--- src/rtl/ifetch_unit_if.sv ---
// Instruction-memory bus between the fetch unit (master) and memory (slave).
//
// Handshake: the master raises imem_req with imem_addr and holds both stable
// until the slave answers; a transfer completes on every rising edge where
// imem_req=1 and imem_ack=1, and imem_rdata is only meaningful at that edge.
// The slave must tolerate imem_req dropping without an ack (reset abort).
interface ifetch_unit_if;
    logic        imem_req;
    logic [31:0] imem_addr;
    logic        imem_ack;
    logic [31:0] imem_rdata;

    modport master (
        output imem_req,
        output imem_addr,
        input  imem_ack,
        input  imem_rdata
    );

    modport slave (
        input  imem_req,
        input  imem_addr,
        output imem_ack,
        output imem_rdata
    );
endinterface

--- src/rtl/ifetch_unit.sv ---
// Instruction fetch stage: takes a pc from the control FSM, runs one
// req/ack transfer on the instruction-memory bus and latches the word into
// the instruction register. Flags misaligned pc and memory timeout (sticky
// until err_clr) and supports redirect flushes.
//
// Optional macro IFETCH_PERF_EN adds perf_fetch_cnt / perf_stall_cnt.
// TIMEOUT_CYCLES must lie in 2..255 (the wait counter is 8 bits wide).
module ifetch_unit #(
    parameter int unsigned TIMEOUT_CYCLES = 16,
    parameter logic [31:0] RESET_IR       = 32'h0000_0000
) (
    input  logic                 clk,
    input  logic                 rst,
    input  logic                 fetch_start,
    input  logic [31:0]          pc,
    input  logic                 flush,
    input  logic                 err_clr,
    output logic                 fetch_ready,
    ifetch_unit_if.master        mem,
    output logic [31:0]          ir,
    output logic [31:0]          ir_pc,
    output logic                 ir_valid,
    output logic                 fetch_done,
    output logic                 addr_err,
    output logic                 timeout_err,
    output logic [1:0]           fsm_state
`ifdef IFETCH_PERF_EN
    ,
    output logic [31:0]          perf_fetch_cnt,
    output logic [31:0]          perf_stall_cnt
`endif
);

    typedef enum logic [1:0] {
        IDLE = 2'd0,
        BUSY = 2'd1,
        DONE = 2'd2,
        ERR  = 2'd3
    } state_t;

    // Last counter value at which a missing ack turns into a timeout.
    localparam logic [7:0] TIMEOUT_LAST = 8'(TIMEOUT_CYCLES - 1);

    state_t      state;
    state_t      state_next;
    logic [7:0]  wait_cnt;
    logic        discard;

    logic        start_ok;
    logic        misaligned;
    logic        ack_hit;
    logic        drop;
    logic        timeout_hit;
    logic        load_ir;

    assign fsm_state = state;

    // Decode of the current cycle: accepted start, completed transfer, timeout.
    always_comb begin
        fetch_ready = (state == IDLE) || (state == DONE);
        start_ok    = fetch_ready && fetch_start;
        misaligned  = (pc[1:0] != 2'b00);
        ack_hit     = (state == BUSY) && mem.imem_req && mem.imem_ack;
        // A flush arriving on the ack edge itself also discards the data.
        drop        = discard || flush;
        timeout_hit = (state == BUSY) && !mem.imem_ack && (wait_cnt >= TIMEOUT_LAST);
        load_ir     = ack_hit && !drop;
    end

    // Next-state logic; an ack on the final counting cycle beats the timeout.
    always_comb begin
        state_next = state;
        case (state)
            IDLE, DONE: begin
                if (start_ok) begin
                    state_next = misaligned ? ERR : BUSY;
                end else if ((state == DONE) && flush) begin
                    state_next = IDLE;
                end
            end
            BUSY: begin
                if (ack_hit) begin
                    state_next = drop ? IDLE : DONE;
                end else if (timeout_hit) begin
                    state_next = ERR;
                end
            end
            ERR: begin
                if (err_clr) begin
                    state_next = IDLE;
                end
            end
            default: state_next = IDLE;
        endcase
    end

    // State register, bus outputs, instruction register and sticky errors.
    always_ff @(posedge clk) begin
        if (!rst) begin
            state         <= IDLE;
            mem.imem_req  <= 1'b0;
            mem.imem_addr <= 32'h0;
            wait_cnt      <= 8'd0;
            discard       <= 1'b0;
            ir            <= RESET_IR;
            ir_pc         <= 32'h0;
            ir_valid      <= 1'b0;
            fetch_done    <= 1'b0;
            addr_err      <= 1'b0;
            timeout_err   <= 1'b0;
        end else begin
            state        <= state_next;
            // Request is high exactly while the FSM sits in BUSY.
            mem.imem_req <= (state_next == BUSY);
            fetch_done   <= load_ir;

            if (start_ok && !misaligned) begin
                mem.imem_addr <= pc;
                wait_cnt      <= 8'd0;
                discard       <= 1'b0;
            end else if (state == BUSY) begin
                if (flush) begin
                    discard <= 1'b1;
                end
                // Saturating: the counter never wraps back to zero.
                if (!mem.imem_ack && (wait_cnt != 8'hFF)) begin
                    wait_cnt <= wait_cnt + 8'd1;
                end
            end

            if (load_ir) begin
                ir    <= mem.imem_rdata;
                ir_pc <= mem.imem_addr;
            end

            if (load_ir) begin
                ir_valid <= 1'b1;
            end else if (start_ok) begin
                ir_valid <= 1'b0;
            end else if ((state == DONE) && flush) begin
                ir_valid <= 1'b0;
            end

            if (start_ok && misaligned) begin
                addr_err <= 1'b1;
            end else if ((state == ERR) && err_clr) begin
                addr_err <= 1'b0;
            end

            if (timeout_hit) begin
                timeout_err <= 1'b1;
            end else if ((state == ERR) && err_clr) begin
                timeout_err <= 1'b0;
            end
        end
    end

`ifdef IFETCH_PERF_EN
    // Performance counters: completed fetches and BUSY cycles spent waiting.
    always_ff @(posedge clk) begin
        if (!rst) begin
            perf_fetch_cnt <= 32'h0;
            perf_stall_cnt <= 32'h0;
        end else begin
            if (load_ir) begin
                perf_fetch_cnt <= perf_fetch_cnt + 32'd1;
            end
            if ((state == BUSY) && !mem.imem_ack) begin
                perf_stall_cnt <= perf_stall_cnt + 32'd1;
            end
        end
    end
`endif

endmodule
--- src/flat_wrapper.sv ---
// flat-port wrapper written by rule: the top's interface ports become plain ports
module ifetch_unit_flat 
#(
    parameter int unsigned TIMEOUT_CYCLES = 16,
    parameter logic [31:0] RESET_IR       = 32'h0000_0000
)
  (clk, rst, fetch_start, pc, flush, err_clr, fetch_ready, ir, ir_pc, ir_valid, fetch_done, addr_err, timeout_err, fsm_state, mem_imem_req, mem_imem_addr, mem_imem_ack, mem_imem_rdata);
  ifetch_unit_if mem_i ();
  input  logic clk;
  input  logic rst;
  input  logic fetch_start;
  input  logic [31:0] pc;
  input  logic flush;
  input  logic err_clr;
  output logic fetch_ready;
  output logic [31:0] ir;
  output logic [31:0] ir_pc;
  output logic ir_valid;
  output logic fetch_done;
  output logic addr_err;
  output logic timeout_err;
  output logic [1:0] fsm_state;
  output wire logic [$bits(mem_i.imem_req)-1:0] mem_imem_req;
  output wire logic [$bits(mem_i.imem_addr)-1:0] mem_imem_addr;
  input wire logic [$bits(mem_i.imem_ack)-1:0] mem_imem_ack;
  input wire logic [$bits(mem_i.imem_rdata)-1:0] mem_imem_rdata;
  assign mem_imem_req = mem_i.imem_req;
  assign mem_imem_addr = mem_i.imem_addr;
  assign mem_i.imem_ack = mem_imem_ack;
  assign mem_i.imem_rdata = mem_imem_rdata;
  ifetch_unit #(.TIMEOUT_CYCLES(TIMEOUT_CYCLES), .RESET_IR(RESET_IR)) u_core (.clk(clk), .rst(rst), .fetch_start(fetch_start), .pc(pc), .flush(flush), .err_clr(err_clr), .fetch_ready(fetch_ready), .mem(mem_i), .ir(ir), .ir_pc(ir_pc), .ir_valid(ir_valid), .fetch_done(fetch_done), .addr_err(addr_err), .timeout_err(timeout_err), .fsm_state(fsm_state));
endmodule
--- config.mk ---
export PLATFORM = sky130hd
export DESIGN_NAME = ifetch_unit_flat
export DESIGN_NICKNAME = d
export VERILOG_FILES = /design/src/rtl/ifetch_unit_if.sv /design/src/rtl/ifetch_unit.sv /design/src/flat_wrapper.sv
export SDC_FILE = /design/constraint.sdc
export NUM_CORES = 1
export LEC_CHECK = 0
export CORE_ASPECT_RATIO = 0.5
export CORE_UTILIZATION = 40
export DETAILED_ROUTE_END_ITERATION = 8
export HOLD_SLACK_MARGIN = 0.06
export PLACE_DENSITY = 0.87
export SETUP_SLACK_MARGIN = 0.4
export SYNTH_ARGS = -nofsm -noshare
export SYNTH_HDL_FRONTEND = slang
export SYNTH_SLANG_ARGS = --single-unit
--- constraint.sdc ---
create_clock -name clk -period 2.45 [get_ports clk]
set_clock_uncertainty 0.2 [all_clocks]
set_input_delay 0.735 -clock clk [delete_from_list [all_inputs] [get_ports clk]]
set_output_delay 0.735 -clock clk [all_outputs]
set_load 0.005 [all_outputs]
==> impl_metrics.tcl, run 1 <==
set metrics [dict create \
    hold_viol 0 \
    seq_area_frac_synth_pct 51.8 \
    grt_pass1_wl_um 19100 \
    slew_viol_final 0 \
    grt_max_degree 36 \
    syn_nets 570 \
    rows 26 \
    numClockSinks 112 \
    layout_commonest_cell "nand2_1" \
    arrival_ns 2.18 \
    timing.critical_path.mode_cell "buf_4" \
    drt-vias-per-instance 4.92 \
    cts_tree "yes" \
    first_pass_iters 5 \
    ys.flop_type "dfxtp_1" \
    finalSetupViolCount 0 \
    cp_cell_sequence "clkbuf_2 -> nand2_2 -> buf_4 -> nor4b_4 -> buf_4 -> buf_12 -> bufbuf_16 -> nand2_1 -> a21boi_1" \
    layout-drive-gt1-share_pct 12.9 \
    dp.cells 800 \
    core_sq_mm 0.0103 \
    crit_fanout 8 \
    final_util_pct 65.4 \
    layout_common_cells "192 x nand2_1, 103 x dlygate4sd2_1, 87 x dfxtp_1" \
    cp.required_ns 2.51 \
    rsz0062_at_grt "true" \
    root_buffer "clkbuf_16" \
    startpoint_type "input pin" \
    place_area_sq_mm 0.00632 \
    route.detailed.drc 0 \
    relSlewSlack_pct 63.1 \
    io_pins 174 \
    die_area_sq_mm 0.0113 \
    end_kind "flop" \
    area_growth_syn_to_layout_pct 56.3 \
    htreeDepth 3 \
    outcome "finished clean" \
    drv_cap 0 \
    num_vias 4093 \
    max_stage_delay_ns 0.32 \
    hold_class "reg -> reg" \
    vdd_drop_max_mv 0.346 \
    hold_ws_ns 0.249 \
    ys_seq_elements 112 \
    p_per_area_mw_per_mm2 564 \
    min_period_ns 2.12 \
    slowest_stage "nor4b_4" \
    num-nets-final 758 \
    numCtsBuffers 9 \
    fp.dieH_um 75.5 \
    synth_edf_count 0 \
    worstMarginPinSlew_ns 0.539 \
    synth.avg_cell_area_sq_um 8.67 \
    num_antenna_cells 0 \
    yosys_warnings 0 \
    design_area_sq_mm 0.00676 \
    track_usage_pct 21.8 \
    clk_pin_slew_worst_paths_ns 0.07 \
    ys_types 37 \
    async_reset_ff_share_pct 0 \
    worst-setup-path-type "in -> reg" \
    syn_area_sq_mm 0.00433 \
    hold_buffers 0 \
    wl_per_cell_um 15.3 \
    start_util_pct 41.8 \
    hpwlAfterDp_um 8210 \
    die_w_um 149 \
    io_buffers 173 \
    syn_inst 499 \
    p_leak_nw 2.94 \
    overflow 0 \
    grt_pass1_vias 3970 \
    power_mw 3.81 \
    drt_iter0_drc 212 \
    stdcell_count 832 \
    period_share_pct 86.6 \
    fmax_mhz 471 \
    clock_path_buffers 2 \
    place_congestion 0.777 \
    ant_nets 0 \
    finalWirelength_um 12700 \
    antenna_found_initial 0 \
    clk_latency_ns 0.34 \
]
## cells by family after synthesis
| kind of cell | after synthesis | share of synthesized area, % |
|---|---|---|
| flops | 112 | 51.8 |
| simple gates | 233 | 22.7 |
| fa+ha+maj | 1 | 0.289 |
| buf+inv | 34 | 4.57 |
| mux | 2 | 0.463 |
| compound gates | 111 | 18.9 |
| xor+xnor | 6 | 1.21 |
## worst paths after layout
check / startpoint / to / slack, ns / cells after the start
max reg2reg: u_core.fsm_state[0] / u_core.ir_pc[31] / 0.37 / 8
min reg2reg: u_core.ir_pc[2] / u_core.ir_pc[2] / 0.25 / 2
min: u_core.ir_pc[2] / u_core.ir_pc[2] / 0.25 / 2
max: mem_imem_ack / u_core.ir_pc[31] / 0.33 / 9
## power by group
part	leakage [nW]	switching (mW)	total, mW	internal, mW
clock	0.159	0.654	1.61	0.955
combinational	1.87	0.128	0.333	0.205
sequential	0.917	0.0196	1.87	1.85
total	2.94	0.802	3.81	3.01
## final cells by class
cell class                      count  area (sq um)
Timing Repair Buffer              210          2060
Clock buffer                       12           256
Inverter                            1          3.75
Multi-Input combinational cell    353          1910
Sequential cell                   112          2280
Tap cell                          140           175
Clock inverter                      4          76.3
Fill cell                         819          3580
## flip-flops by register name, indices dropped and copies added, names as in the netlist
signal / flops
u_core.wait_cnt: 8
u_core.fetch_done: 1
u_core.ir: 32
u_core.ir_valid: 1
u_core.discard: 1
u_core.addr_err: 1
u_core.fsm_state: 2
u_core.ir_pc: 32
u_core.timeout_err: 1
u_core.mem.imem_req: 1
u_core.mem.imem_addr: 32
## routing by layer
metal,track usage (%),part of all wire [%],vias to the layer above
met4,7.94,2.3,0
met2,42.1,53,109
li1,-,-,2011
met5,0,0,-
met1,23.7,40,1945
met3,5.69,4.2,28
## stage by stage
stage	TNS (ns)	setup slack, ns
floorplan	0	0.440
global placement	-2.38	-0.0543
detailed placement	-4.49	-0.103
CTS	0	0.312
global route	0	0.259
finish	0	0.329
## repair_timing
| item | in CTS | in global routing |
|---|---|---|
| gates cloned | 2 | 1 |
| gates resized for setup | 135 | 6 |
| setup buffers | 11 | 2 |
| endpoints found under the setup margin | 173 | 57 |
| pin swaps | 1 | 2 |
## worst max-delay path: cells and delay by family
family	cells	cell delay (ns)
and+or+nand+nor	3	0.44
AOI/OAI and AO/OA	1	0.18
buffers and inverters	5	0.82
## synthesized netlist by cell type, types with 5 or more instances
cell,n,area (sq um)
and3_1,5,31.3
dfxtp_1,112,2240
nand2_1,193,724
a21boi_1,54,405
buf_2,11,55.1
nor2_1,12,45.0
buf_6,7,78.8
a21oi_1,5,25.0
clkbuf_1,14,52.6
a21boi_0,41,308
Note: power is estimated with default switching activity, not from simulation.
==> run 2, diff against run 1 <==
clock period = 2.3 ns   (was 2.45 ns; I/O delays follow)
==> impl_metrics.tcl, run 2 (synthesis gave the netlist of run 1 again) <==
set metrics [dict create \
    grt_pass1_wl_um 22100 \
    dp.cells 801 \
    cp_num_buf_inv 6 \
    numClockSinks 112 \
    slew_viol_final 0 \
    hpwlAfterDp_um 8440 \
    max_stage_delay_ns 0.35 \
    rows 26 \
    overflow 0 \
    finalSetupViolCount 0 \
    period_share_pct 89.6 \
    drt-vias-per-instance 5.51 \
    io_buffers 173 \
    arrival_ns 2.12 \
    area_growth_syn_to_layout_pct 80.4 \
    rsz0062_at_grt "true" \
    num_antenna_cells 0 \
    worstMarginPinSlew_ns 0.499 \
    p_per_area_mw_per_mm2 534 \
    route.detailed.drc 0 \
    final.setup.tns_ns 0 \
    io_pins 174 \
    multiInputGateArea_sq_mm 0.00253 \
    power_mw 4.17 \
    layout_common_cells "126 x nand2_1, 97 x dlygate4sd2_1, 75 x dfxtp_1" \
    finalWirelength_um 18300 \
    min_period_ns 2.06 \
    cp.required_ns 2.36 \
    layout-drive-gt1-share_pct 33.1 \
    hold_viol 0 \
    slowest_stage "dfxtp_4" \
    nFillCells 594 \
    first_pass_iters 4 \
    cp_cell_sequence "buf_6 -> buf_6 -> nor2b_4 -> buf_6 -> nor4b_4 -> buf_6 -> buf_12 -> buf_16 -> nand2_1 -> a21boi_1" \
    outcome "finished clean" \
    vdd_drop_max_mv 0.402 \
    hold_class "reg -> reg" \
    die_area_sq_mm 0.0113 \
    die_w_um 149 \
    numCtsBuffers 9 \
    grt_pass1_vias 4463 \
    relSlewSlack_pct 66.4 \
    drv_cap 0 \
    place_congestion 0.774 \
    startpoint_type "flop" \
    fp.dieH_um 75.5 \
    crit_fanout 13 \
    ant_nets 0 \
    htreeDepth 3 \
    timing.critical_path.mode_cell "buf_6" \
    clk_pin_slew_worst_paths_ns 0.08 \
    core_sq_mm 0.0103 \
    worst-setup-path-type "reg -> reg" \
    cp_top_family "buffers and inverters" \
    start_util_pct 41.8 \
    wl_per_cell_um 21.4 \
    seq_area_sq_mm 0.00229 \
    drt_iter0_drc 293 \
    root_buffer "clkbuf_16" \
    grt_max_degree 77 \
    layout_commonest_cell "nand2_1" \
    antenna_found_initial 0 \
    reg.largest.list "u_core.ir: 32 flops, u_core.ir_pc: 32 flops, u_core.mem.imem_addr: 32 flops" \
    clock_path_buffers 2 \
    end_kind "flop" \
    num-nets-final 784 \
    stdcell_count 857 \
    final_util_pct 75.4 \
    fmax_mhz 485 \
    num_vias 4719 \
    track_usage_pct 25.9 \
    p_leak_nw 3.25 \
    cts_tree "yes" \
    clk_latency_ns 0.35 \
]
## run 2: worst reg2reg max path, cell delays in order (launching register included)
cell      delay (ns)
dfxtp_4         0.35
buf_6           0.10
buf_6           0.08
nor2b_4         0.15
buf_6           0.11
nor4b_4         0.23
buf_6           0.19
buf_12          0.13
buf_16          0.15
nand2_1         0.08
a21boi_1        0.19
## run 2: layer usage
metal,track usage (%),share of wire [%],vias up
li1,-,-,2075
met1,27.5,38,2253
met2,49.1,49,286
met3,6.23,6.8,105
met4,14.1,6.0,0
met5,0,0,-
## run 2: cell type report
type | count | share of cell area, %
Clock buffer | 10 | 3.06
Clock inverter | 5 | 1.01
Inverter | 1 | 0.0802
Multi-Input combinational cell | 353 | 32.5
Sequential cell | 112 | 29.4
Tap cell | 140 | 2.24
Timing Repair Buffer | 236 | 31.7
## run 2: timing repair
item / CTS / global route
hold buffers: 0 / 0
buffers inserted: 21 / 8
gates resized for setup: 191 / 191
gates cloned: 8 / 4
pin swaps: 2 / 36
setup endpoints to repair: 212 / 118
## run 2: final timing paths
kind | slack [ns] | from | end | cells past startpoint
worst min-delay path | 0.26 | u_core.ir[22] | u_core.ir[22] | 2
worst min register to register | 0.26 | u_core.ir[22] | u_core.ir[22] | 2
worst max-delay path | 0.24 | u_core.fsm_state[0] | u_core.ir[23] | 10
worst max register to register | 0.24 | u_core.fsm_state[0] | u_core.ir[23] | 10
## run 2: per-stage QoR
step | instance area, sq um | hold slack, ns | worst slack, ns
2_1_floorplan | 4340 | 0.254 | 0.401
3_3_place_gp | 6310 | 0.244 | -0.245
3_5_place_dp | 6310 | 0.253 | -0.339
4_1_cts | 7030 | 0.260 | 0.206
5_1_grt | 7800 | 0.278 | 0.0656
6_report | 7800 | 0.261 | 0.239
## run 2: power breakdown
part           switching [mW]  internal (mW)
Sequential             0.0267           1.97
Clock                   0.747          0.981
Combinational           0.184          0.264
==> run 3, diff against run 2 <==
CELL_PAD_IN_SITES_DETAIL_PLACEMENT = 2   (was unset)
CELL_PAD_IN_SITES_GLOBAL_PLACEMENT = 2   (was unset)
CORE_UTILIZATION = 24   (was 40)
PLACE_DENSITY = 0.91   (was 0.87)
==> impl_metrics.tcl, run 3 (synthesis gave the netlist of run 1 again) <==
set metrics [dict create \
    fp.dieH_um 96.9 \
    rsz0062_at_grt "true" \
    setup_ws_ns 0.204 \
    critPathCapture "u_core.ir_pc[13]" \
    clk_latency_ns 0.37 \
    power_mw 4.17 \
    min_period_ns 2.10 \
    drt-vias-per-instance 5.01 \
    io_buffers 173 \
    outcome "finished clean" \
    clock_path_buffers 2 \
    rows 34 \
    die_w_um 192 \
    numCtsBuffers 9 \
    finalWirelength_um 27900 \
    p_leak_nw 3.52 \
    place_congestion 0.789 \
    grt_pass1_vias 5444 \
    hpwlAfterDp_um 12200 \
    rrSetupSlack_ns 0.20 \
    period_share_pct 91.1 \
    hold_class "reg -> reg" \
    crit_fanout 9 \
    core_sq_mm 0.0175 \
    overflow 0 \
    nFillCells 1790 \
    cts_tree "yes" \
    final_util_pct 47.6 \
    num_vias 4902 \
    finalSetupViolCount 0 \
    die_area_sq_mm 0.0186 \
    first_pass_iters 4 \
    power_frac_comb_pct 12.9 \
    slew_viol_final 0 \
    seqPwrFrac_pct 47.9 \
    antenna_found_initial 0 \
    sw_frac_of_total_pct 26.2 \
    num-nets-final 811 \
    p_int_mw 3.07 \
    max_stage_delay_ns 0.34 \
    end_kind "flop" \
    cp_cell_sequence "buf_6 -> nor2b_4 -> buf_6 -> nor4b_4 -> buf_12 -> buf_4 -> buf_12 -> nand2_2 -> a21boi_2" \
    route.detailed.drc 0 \
    io_pins 174 \
    root_buffer "clkbuf_16" \
    htreeDepth 3 \
    numClockSinks 112 \
    r2r_end "u_core.ir_pc[13]" \
    hp-start "u_core.ir[3]" \
    clkPwrFrac_pct 39.3 \
    cp.required_ns 2.38 \
    drt_iter0_drc 257 \
    layout-drive-gt1-share_pct 46.0 \
    arrival_ns 2.18 \
    r2r_cells 9 \
    ant_nets 0 \
    worst-setup-path-type "reg -> reg" \
    hold_ws_ns 0.259 \
    vdd_drop_max_mv 0.392 \
    stdcell_count 979 \
    timing.rr.start "u_core.fsm_state[1]" \
    layout_common_cells "117 x nand2_1, 73 x dlygate4sd2_1, 63 x clkdlybuf4s50_1" \
    fmax_mhz 477 \
    dp.cells 898 \
    reg.largest.list "u_core.ir: 32 flops, u_core.ir_pc: 32 flops, u_core.mem.imem_addr: 32 flops" \
    wl_per_cell_um 28.5 \
    crit_start "u_core.fsm_state[1]" \
    place_ws_ns -0.490 \
    relSlewSlack_pct 65.5 \
    power.net_switching_mw 1.09 \
    clk_pin_slew_worst_paths_ns 0.09 \
    start_util_pct 24.7 \
    hold_viol 0 \
    p_per_area_mw_per_mm2 500 \
    drv_cap 0 \
    grt_pass1_wl_um 36500 \
    layout_commonest_cell "nand2_1" \
    grt_max_degree 60 \
    hold_buffers 0 \
    num_antenna_cells 0 \
    startpoint_type "flop" \
    hold_depth 2 \
    area_growth_syn_to_layout_pct 92.5 \
    slowest_stage "dfxtp_2" \
    worstMarginPinSlew_ns 0.512 \
    track_usage_pct 26.7 \
]
[run 3: through the flow]
step	setup TNS, ns	instance area [sq um]
2_1_floorplan	0	4340
3_3_place_gp	-18.79	6470
3_5_place_dp	-28.83	6470
4_1_cts	0	7700
5_1_grt	0	8330
6_report	0	8330
[run 3: cell type report]
| cell class | instances | area, sq um | area share [%] |
|---|---|---|---|
| clock inverter | 4 | 37.5 | 0.451 |
| inverter | 1 | 6.26 | 0.0751 |
| clock buffer | 12 | 256 | 3.08 |
| tap | 234 | 293 | 3.52 |
| sequential | 112 | 2340 | 28.2 |
| multi-input combinational | 354 | 2610 | 31.3 |
| timing repair buffer | 262 | 2780 | 33.4 |
[run 3: routing by layer]
layer	wire, um	global-route usage, %
met5	0	0
met4	1320	12.0
met3	1290	5.08
met2	14000	49.7
met1	11300	29.1
[run 3: worst min-delay path by stage]
stage	endpoint	slack, ns
2_1_floorplan	u_core.ir[23]	0.25
3_3_place_gp	u_core.ir_pc[5]	0.24
3_5_place_dp	u_core.ir_pc[14]	0.25
4_1_cts	u_core.ir[3]	0.27
5_1_grt	u_core.ir[3]	0.28
6_report	u_core.ir[3]	0.26
[run 3: worst max-delay path, delay by kind of cell, from the launching register on]
family	cells	cell delay, ns
AND/OR/NAND/NOR	3	0.53
AO/OA/AOI/OAI	1	0.21
flip-flops	1	0.34
buffers and inverters	5	0.71
[run 3: power groups by stage]
stage          Sequential (mW)  Combinational, mW  Clock [mW]
3_3_place_gp              2.04              0.346           0
6_report                  1.99              0.536        1.64
3_5_place_dp              2.04              0.361           0
5_1_grt                   2.00              0.553        1.75
2_1_floorplan             2.03              0.119           0
4_1_cts                   1.99              0.454        1.65
[run 3: timing repair]
action,4_1_cts,5_1_grt
resized for setup,276,226
cloned,15,0
pin swaps,38,66
setup buffers,38,12
endpoints found under the setup margin,214,146
